<file path="src/rtl/operand_collector.sv">
// -----------------------------------------------------------------------------
// operand_collector
//
// Read-side front end for the register file. Holds one decoded instruction,
// drives the register file's two combinational read ports from the latched
// source indices, and waits on a pending-write scoreboard until both sources
// and (for writing instructions) the destination have no outstanding write.
// The operands are then captured and offered downstream on a valid/ready port.
// The scoreboard retires bits by snooping the register file write port.
//
// Handshake semantics (both ports): a transfer happens on a rising clk edge
// where valid and ready are both 1. in_ready depends only on state, flush and
// out_ready, never on in_valid. Once out_valid is 1 the payload (out_op0,
// out_op1, out_rd, out_wb) stays stable until the transfer completes, unless
// flush or reset drops it.
//
// Ports:
//   clk, rst_n            clock, asynchronous active-low reset
//   flush                 synchronous drop of any held instruction
//   in_valid/in_ready     instruction offer / accept
//   in_rs0, in_rs1, in_rd source and destination register indices
//   in_wb                 instruction writes in_rd
//   rf_r0addr, rf_r1addr  register file read addresses (from latched sources)
//   rf_r0data, rf_r1data  register file read data (combinational, write-first)
//   wb_wena, wb_waddr     snooped register file write port
//   out_valid/out_ready   operand offer / accept
//   out_op0, out_op1      captured operands
//   out_rd, out_wb        destination index and write flag
//   stall_cnt             saturating count of hazard-stall cycles
//   dbg_state             current FSM state (0 EMPTY, 1 HOLD, 2 FULL)
//   dbg_pending           current scoreboard contents
// -----------------------------------------------------------------------------

`ifndef REG_ADDR_WIDTH
`define REG_ADDR_WIDTH 5
`endif
`ifndef DATA_WIDTH
`define DATA_WIDTH 32
`endif

module operand_collector #(
  parameter int REG_ADDR_WIDTH  = `REG_ADDR_WIDTH,
  parameter int DATA_WIDTH      = `DATA_WIDTH,
  parameter int STALL_CNT_WIDTH = 16
) (
  input  logic                              clk,
  input  logic                              rst_n,
  input  logic                              flush,
  input  logic                              in_valid,
  output logic                              in_ready,
  input  logic [REG_ADDR_WIDTH-1:0]         in_rs0,
  input  logic [REG_ADDR_WIDTH-1:0]         in_rs1,
  input  logic [REG_ADDR_WIDTH-1:0]         in_rd,
  input  logic                              in_wb,
  output logic [REG_ADDR_WIDTH-1:0]         rf_r0addr,
  output logic [REG_ADDR_WIDTH-1:0]         rf_r1addr,
  input  logic [DATA_WIDTH-1:0]             rf_r0data,
  input  logic [DATA_WIDTH-1:0]             rf_r1data,
  input  logic                              wb_wena,
  input  logic [REG_ADDR_WIDTH-1:0]         wb_waddr,
  output logic                              out_valid,
  input  logic                              out_ready,
  output logic [DATA_WIDTH-1:0]             out_op0,
  output logic [DATA_WIDTH-1:0]             out_op1,
  output logic [REG_ADDR_WIDTH-1:0]         out_rd,
  output logic                              out_wb,
  output logic [STALL_CNT_WIDTH-1:0]        stall_cnt,
  output logic [1:0]                        dbg_state,
  output logic [(1<<REG_ADDR_WIDTH)-1:0]    dbg_pending
);

  localparam int NREG = 1 << REG_ADDR_WIDTH;

  typedef enum logic [1:0] {
    ST_EMPTY = 2'd0,
    ST_HOLD  = 2'd1,
    ST_FULL  = 2'd2
  } state_e;

  // ---------------------------------------------------------------------------
  // State
  // ---------------------------------------------------------------------------
  state_e                      state_q, state_d;
  logic [REG_ADDR_WIDTH-1:0]   rs0_q, rs0_d;
  logic [REG_ADDR_WIDTH-1:0]   rs1_q, rs1_d;
  logic [REG_ADDR_WIDTH-1:0]   rd_q, rd_d;
  logic                        wb_q, wb_d;
  logic [NREG-1:0]             pending_q, pending_d;
  logic [STALL_CNT_WIDTH-1:0]  stall_cnt_q, stall_cnt_d;
  logic [DATA_WIDTH-1:0]       out_op0_q, out_op0_d;
  logic [DATA_WIDTH-1:0]       out_op1_q, out_op1_d;
  logic [REG_ADDR_WIDTH-1:0]   out_rd_q, out_rd_d;
  logic                        out_wb_q, out_wb_d;

  // ---------------------------------------------------------------------------
  // Hazard evaluation
  // ---------------------------------------------------------------------------
  logic [NREG-1:0] wb_hit;
  logic [NREG-1:0] busy;
  logic            hazard;
  logic            in_hold;
  logic            accept;
  logic            capture;
  logic            stall_inc;

  always_comb begin
    wb_hit = '0;
    if (wb_wena) begin
      wb_hit[wb_waddr] = 1'b1;
    end
  end

  // A write landing this cycle counts as resolved: the register file bypasses
  // the write data onto its read ports, so the capture sees the new value.
  assign busy    = pending_q & ~wb_hit;
  assign hazard  = busy[rs0_q] | busy[rs1_q] | (wb_q & busy[rd_q]);
  assign in_hold = (state_q == ST_HOLD);

  assign in_ready  = ~flush & ((state_q == ST_EMPTY) |
                               ((state_q == ST_FULL) & out_ready));
  assign accept    = in_valid & in_ready;
  // flush suppresses both a capture and the stall count in its cycle.
  assign capture   = in_hold & ~hazard & ~flush;
  assign stall_inc = in_hold & hazard & ~flush;

  // ---------------------------------------------------------------------------
  // Next-state logic
  // ---------------------------------------------------------------------------
  always_comb begin
    state_d     = state_q;
    rs0_d       = rs0_q;
    rs1_d       = rs1_q;
    rd_d        = rd_q;
    wb_d        = wb_q;
    stall_cnt_d = stall_cnt_q;
    out_op0_d   = out_op0_q;
    out_op1_d   = out_op1_q;
    out_rd_d    = out_rd_q;
    out_wb_d    = out_wb_q;

    // Retire snooped writes; a same-cycle set on the same index overrides.
    pending_d = pending_q & ~wb_hit;
    if (capture && wb_q) begin
      pending_d[rd_q] = 1'b1;
    end

    if (accept) begin
      rs0_d = in_rs0;
      rs1_d = in_rs1;
      rd_d  = in_rd;
      wb_d  = in_wb;
    end

    if (capture) begin
      out_op0_d = rf_r0data;
      out_op1_d = rf_r1data;
      out_rd_d  = rd_q;
      out_wb_d  = wb_q;
    end

    if (stall_inc && (stall_cnt_q != {STALL_CNT_WIDTH{1'b1}})) begin
      stall_cnt_d = stall_cnt_q + 1'b1;
    end

    if (flush) begin
      state_d = ST_EMPTY;
    end else begin
      case (state_q)
        ST_EMPTY: if (accept)  state_d = ST_HOLD;
        ST_HOLD:  if (capture) state_d = ST_FULL;
        ST_FULL: begin
          // in_ready is 1 here, so in_valid means the next instruction is
          // latched in this same cycle.
          if (out_ready) begin
            state_d = in_valid ? ST_HOLD : ST_EMPTY;
          end
        end
        default: state_d = ST_EMPTY;
      endcase
    end
  end

  // ---------------------------------------------------------------------------
  // Registers
  // ---------------------------------------------------------------------------
  always_ff @(posedge clk or negedge rst_n) begin
    if (!rst_n) begin
      state_q     <= ST_EMPTY;
      rs0_q       <= '0;
      rs1_q       <= '0;
      rd_q        <= '0;
      wb_q        <= 1'b0;
      pending_q   <= '0;
      stall_cnt_q <= '0;
      out_op0_q   <= '0;
      out_op1_q   <= '0;
      out_rd_q    <= '0;
      out_wb_q    <= 1'b0;
    end else begin
      state_q     <= state_d;
      rs0_q       <= rs0_d;
      rs1_q       <= rs1_d;
      rd_q        <= rd_d;
      wb_q        <= wb_d;
      pending_q   <= pending_d;
      stall_cnt_q <= stall_cnt_d;
      out_op0_q   <= out_op0_d;
      out_op1_q   <= out_op1_d;
      out_rd_q    <= out_rd_d;
      out_wb_q    <= out_wb_d;
    end
  end

  // ---------------------------------------------------------------------------
  // Outputs
  // ---------------------------------------------------------------------------
  assign rf_r0addr   = rs0_q;
  assign rf_r1addr   = rs1_q;
  assign out_valid   = (state_q == ST_FULL);
  assign out_op0     = out_op0_q;
  assign out_op1     = out_op1_q;
  assign out_rd      = out_rd_q;
  assign out_wb      = out_wb_q;
  assign stall_cnt   = stall_cnt_q;
  assign dbg_state   = state_q;
  assign dbg_pending = pending_q;

endmodule

</file>
<file path="config.mk">
export PLATFORM = sky130hd
export DESIGN_NAME = operand_collector
export DESIGN_NICKNAME = d
export VERILOG_FILES = /design/src/rtl/operand_collector.sv
export SDC_FILE = /design/constraint.sdc
export NUM_CORES = 1
export LEC_CHECK = 0
export ABC_AREA = 1
export CORE_ASPECT_RATIO = 1.4
export CORE_MARGIN = 4
export CORE_UTILIZATION = 47
export DETAILED_ROUTE_END_ITERATION = 16
export HOLD_SLACK_MARGIN = 0.12
export PLACE_DENSITY = 0.9
export SLEW_MARGIN = 20
export SYNTH_ARGS = -nofsm -noshare
export SYNTH_HDL_FRONTEND = slang
export SYNTH_SLANG_ARGS = --single-unit
</file>
<file path="constraint.sdc">
create_clock -name clk -period 2.5 [get_ports clk]
set_input_delay 0.375 -clock clk [delete_from_list [all_inputs] [get_ports clk]]
set_output_delay 0.375 -clock clk [all_outputs]
set_load 0.01 [all_outputs]
</file>
==> run metrics <==
status=completed; Initial Utilization=47.87%; vias per cell=5.528; Critical Path RT=2.81 ns; Max rail drop VDD=0.6524 mV; share of power burned in the clock network=20.0%; endpoint class of the critical path=register; post-synth top area share=49.00%; latest clock arrival within the worst-skew pair=0.42 ns; layout net count=1,286; first-pass GRT wire length=37,960 um; CTS H-Tree Depth=4; final setup violation count=0; Antenna diodes=0; Slew @ Worst Pin=0.5875 ns; fin crit share=94.29%; number of routed nets with antenna violations=0; highest routing layer actually used=met4; Synthesized Nets=1,024; worst r2r src=rd_q[0]$_DFFE_PN0P_; power per cell area=1164 nW/um^2; Async S/R FF share, synth=100.0%; unrepaired setup endpoints after global routing=false; CP Launch Point=wb_waddr[2]; synth cell count leaders=352 x nand2_1, 152 x nand3_1, 136 x dfrtp_1, 67 x nor2_1, 53 x nand4_1; R2R setup slack=0.20 ns; most numerous cell in the Yosys netlist=nand2_1; final instance area=10,390 um^2; routability cong.=0.9408; Largest delay share family, worst path=simple AND/OR/NAND/NOR gates; Hold Slack=0.4684 ns; area of the core=14,510 um^2; vias in the first global route=7,390; DP Wirelength=17,670 um; drt drc=0; logic gate share of total power=51.5%; slowest stage delay, CP=0.31 ns; Cell Chain, Critical Path=dlygate4sd2_1 > inv_2 > nand3_2 > o21ai_0 > buf_4 > nand2_1 > nand3_1 > nand3_1 > nand3_1 > nand3_1 > nand2_1 > nand2_1 > nor2_4 > nand2_4 > buf_12 > nand2_1 > nand2_1; Area Overhead vs Synth=49.63%; number of synthesized flops with an enable pin=0; largest net degree at the start of global routing=73; syn_area_per_cell=7.452 um^2; Die Span X=110.7 um; Rows=52; Yosys top cell by area=dfrtp_1; HP Class=register to register; Initial DRT Pass Iterations=7; area post-placement=9772 um^2; Worst path depth=17; internal power=6.978 mW; PortBufs=222; Netlist cell types=21; I/O pins=223; Global Route Usage Sum=27.81%; DIE HEIGHT=151.8 um; fin. max-slew vios=0; antenna violations before repair=0; Area contributors post-synth=dfrtp_1 49%, nand2_1 19%, nand3_1 11%; Fmax=0.4242 GHz; Arr. time, crit path=2.66 ns; Iter 0 DRT Violations=836; final hold vios=0; global route total overflow=0; Wirelength per Cell=17.13 um; placed insts=1,363; static leakage=5.182 nW; Die ar.=16,810 um^2; Psw=5.122 mW; CP max-delay cell=dlygate4sd2_1; routed via count=7,717; WL met1=8878 um; synthesized area=6945 um^2; sw frac=42.33%; Yosys warnings=0; Final Skew=0.01183 ns; Yosys reg bits=136; Clock Path Buffers=2; CTS Buf Count=17; dominant synthesized flop cell=dfrtp_1; critical path fanouts, max=39; Setup Crit Path Kind=primary input to register; worst path buffer plus inverter count=4; Hold Crit Depth=2; sequential power share=28.5%; routed length on met2=11,980 um; root buf cell=clkbuf_16; Worst path most repeated cell=nand2_1; Max-slew headroom=60.83%; MaxCap Viol Count=0; clock tree sinks=136; layout cell share with drive strength beyond 1=10.11%; drt total wl=23,910 um; CTS tree=built; final cell count without fillers=1,396; min-delay src=out_op1[14]$_DFFE_PN0P_; Synth Instances=932; CP startpoint kind=primary input; fin crit period=2.357 ns; R2R depth=16; met3 wire len=1928 um; sequential element share of the synthesized area=49.00%; Clock transition at path regs=0.07 ns
==> layer usage <==
metal / global-route usage [%] / up-vias
met5: 0 / -
met3: 5.850 / 102
met2: 48.12 / 440
li1: - / 3593
met1: 32.66 / 3582
met4: 13.73 / 0
==> path summary, 6_finish.rpt <==
| kind | endpoint |
|---|---|
| max in group asynchronous | out_wb$_DFFE_PN0P_ |
| worst min register to register | out_op1[14]$_DFFE_PN0P_ |
| worst max-delay path | out_op1[26]$_DFFE_PN0P_ |
| worst max register to register | out_op1[26]$_DFFE_PN0P_ |
| min in group asynchronous | dbg_pending[12]$_DFF_PN0_ |
| worst min-delay path | out_op1[14]$_DFFE_PN0P_ |
==> logic make-up (layout without fill, tap and decap cells) <==
logic type	Yosys count	after routing	synth area share, %
AND/OR/NAND/NOR	640	640	39.67
multiplexers	2	2	0.3242
buffers and inverters	95	370	5.891
flip-flops	136	136	49.00
AO/OA/AOI/OAI	44	44	3.171
XOR/XNOR	14	14	1.765
adder cells (fa/ha/maj)	1	1	0.1801
==> stage by stage <==
step	TNS [ns]	total power, mW	setup WS, ns	util, %
after detailed placement	-63.47	9.555	-0.6157	67.35
after floorplan	0	6.622	0.4129	-
final	0	12.10	0.1427	71.63
after global routing	0	12.79	0.007405	71.63
after global placement	-54.27	9.393	-0.5041	67.35
after CTS	0	12.05	0.1776	71.57
==> repair_timing <==
item                                    in CTS  in global routing
endpoints found under the hold margin       58                  0
endpoints found under the setup margin     103                 72
setup buffers                                0                  0
pin swaps                                    1                  1
resized for setup                           23                  7
hold buffers                                 1                  0
==> sequential cells by signal, indices dropped and copies added (netlist names) <==
name and flops:
out_rd 5, dbg_pending 32, rf_r1addr 5, wb_q 1, out_wb 1, rf_r0addr 5, out_op0 32, rd_q 5
dbg_state 2, stall_cnt 16, out_op1 32
==> power groups by stage <==
| stage | Clock, mW | Combinational (mW) | Sequential [mW] |
|---|---|---|---|
| after global routing | 2.56 | 6.71 | 3.52 |
| after floorplan | 0 | 2.96 | 3.66 |
| final | 2.42 | 6.23 | 3.45 |
| after global placement | 0 | 5.95 | 3.44 |
| after CTS | 2.45 | 6.15 | 3.44 |
| after detailed placement | 0 | 6.09 | 3.46 |
==> layout make-up <==
type | instances | area (um^2)
fillers | 1114 | 4116
inverters | 44 | 165.2
clock inverters | 15 | 146.4
flip-flops and latches | 136 | 3403
multi-input cells | 701 | 3187
well taps | 189 | 236.5
repair buffers | 294 | 2829
clock buffers | 17 | 425.4
==> cell usage in the layout, fill, tap and decap left out, types with 2 or more instances in the layout <==
cell	n
buf_12	5
nand3_2	6
buf_6	3
inv_8	5
o21ai_1	8
a21oi_1	15
nand4_1	53
nor4_1	2
dlygate4sd2_1	6
nor3_1	11
xor2_1	10
xnor2_1	4
o21ai_0	20
inv_2	5
dfrtp_1	136
clkbuf_16	17
clkinv_1	5
mux2_2	2
inv_6	5
clkinv_4	2
nand2_1	351
clkdlybuf4s50_1	215
buf_4	64
nor2_4	3
nand3_1	147
nor2_1	66
inv_1	34
==> worst register-to-register path: cells and delay by family (launching register included) <==
| family | cells | cell delay, ns |
|---|---|---|
| buf+inv | 2 | 0.44 |
| flops | 1 | 0.47 |
| simple gates | 14 | 1.27 |
No activity file was read; power rests on OpenSTA's default activity.
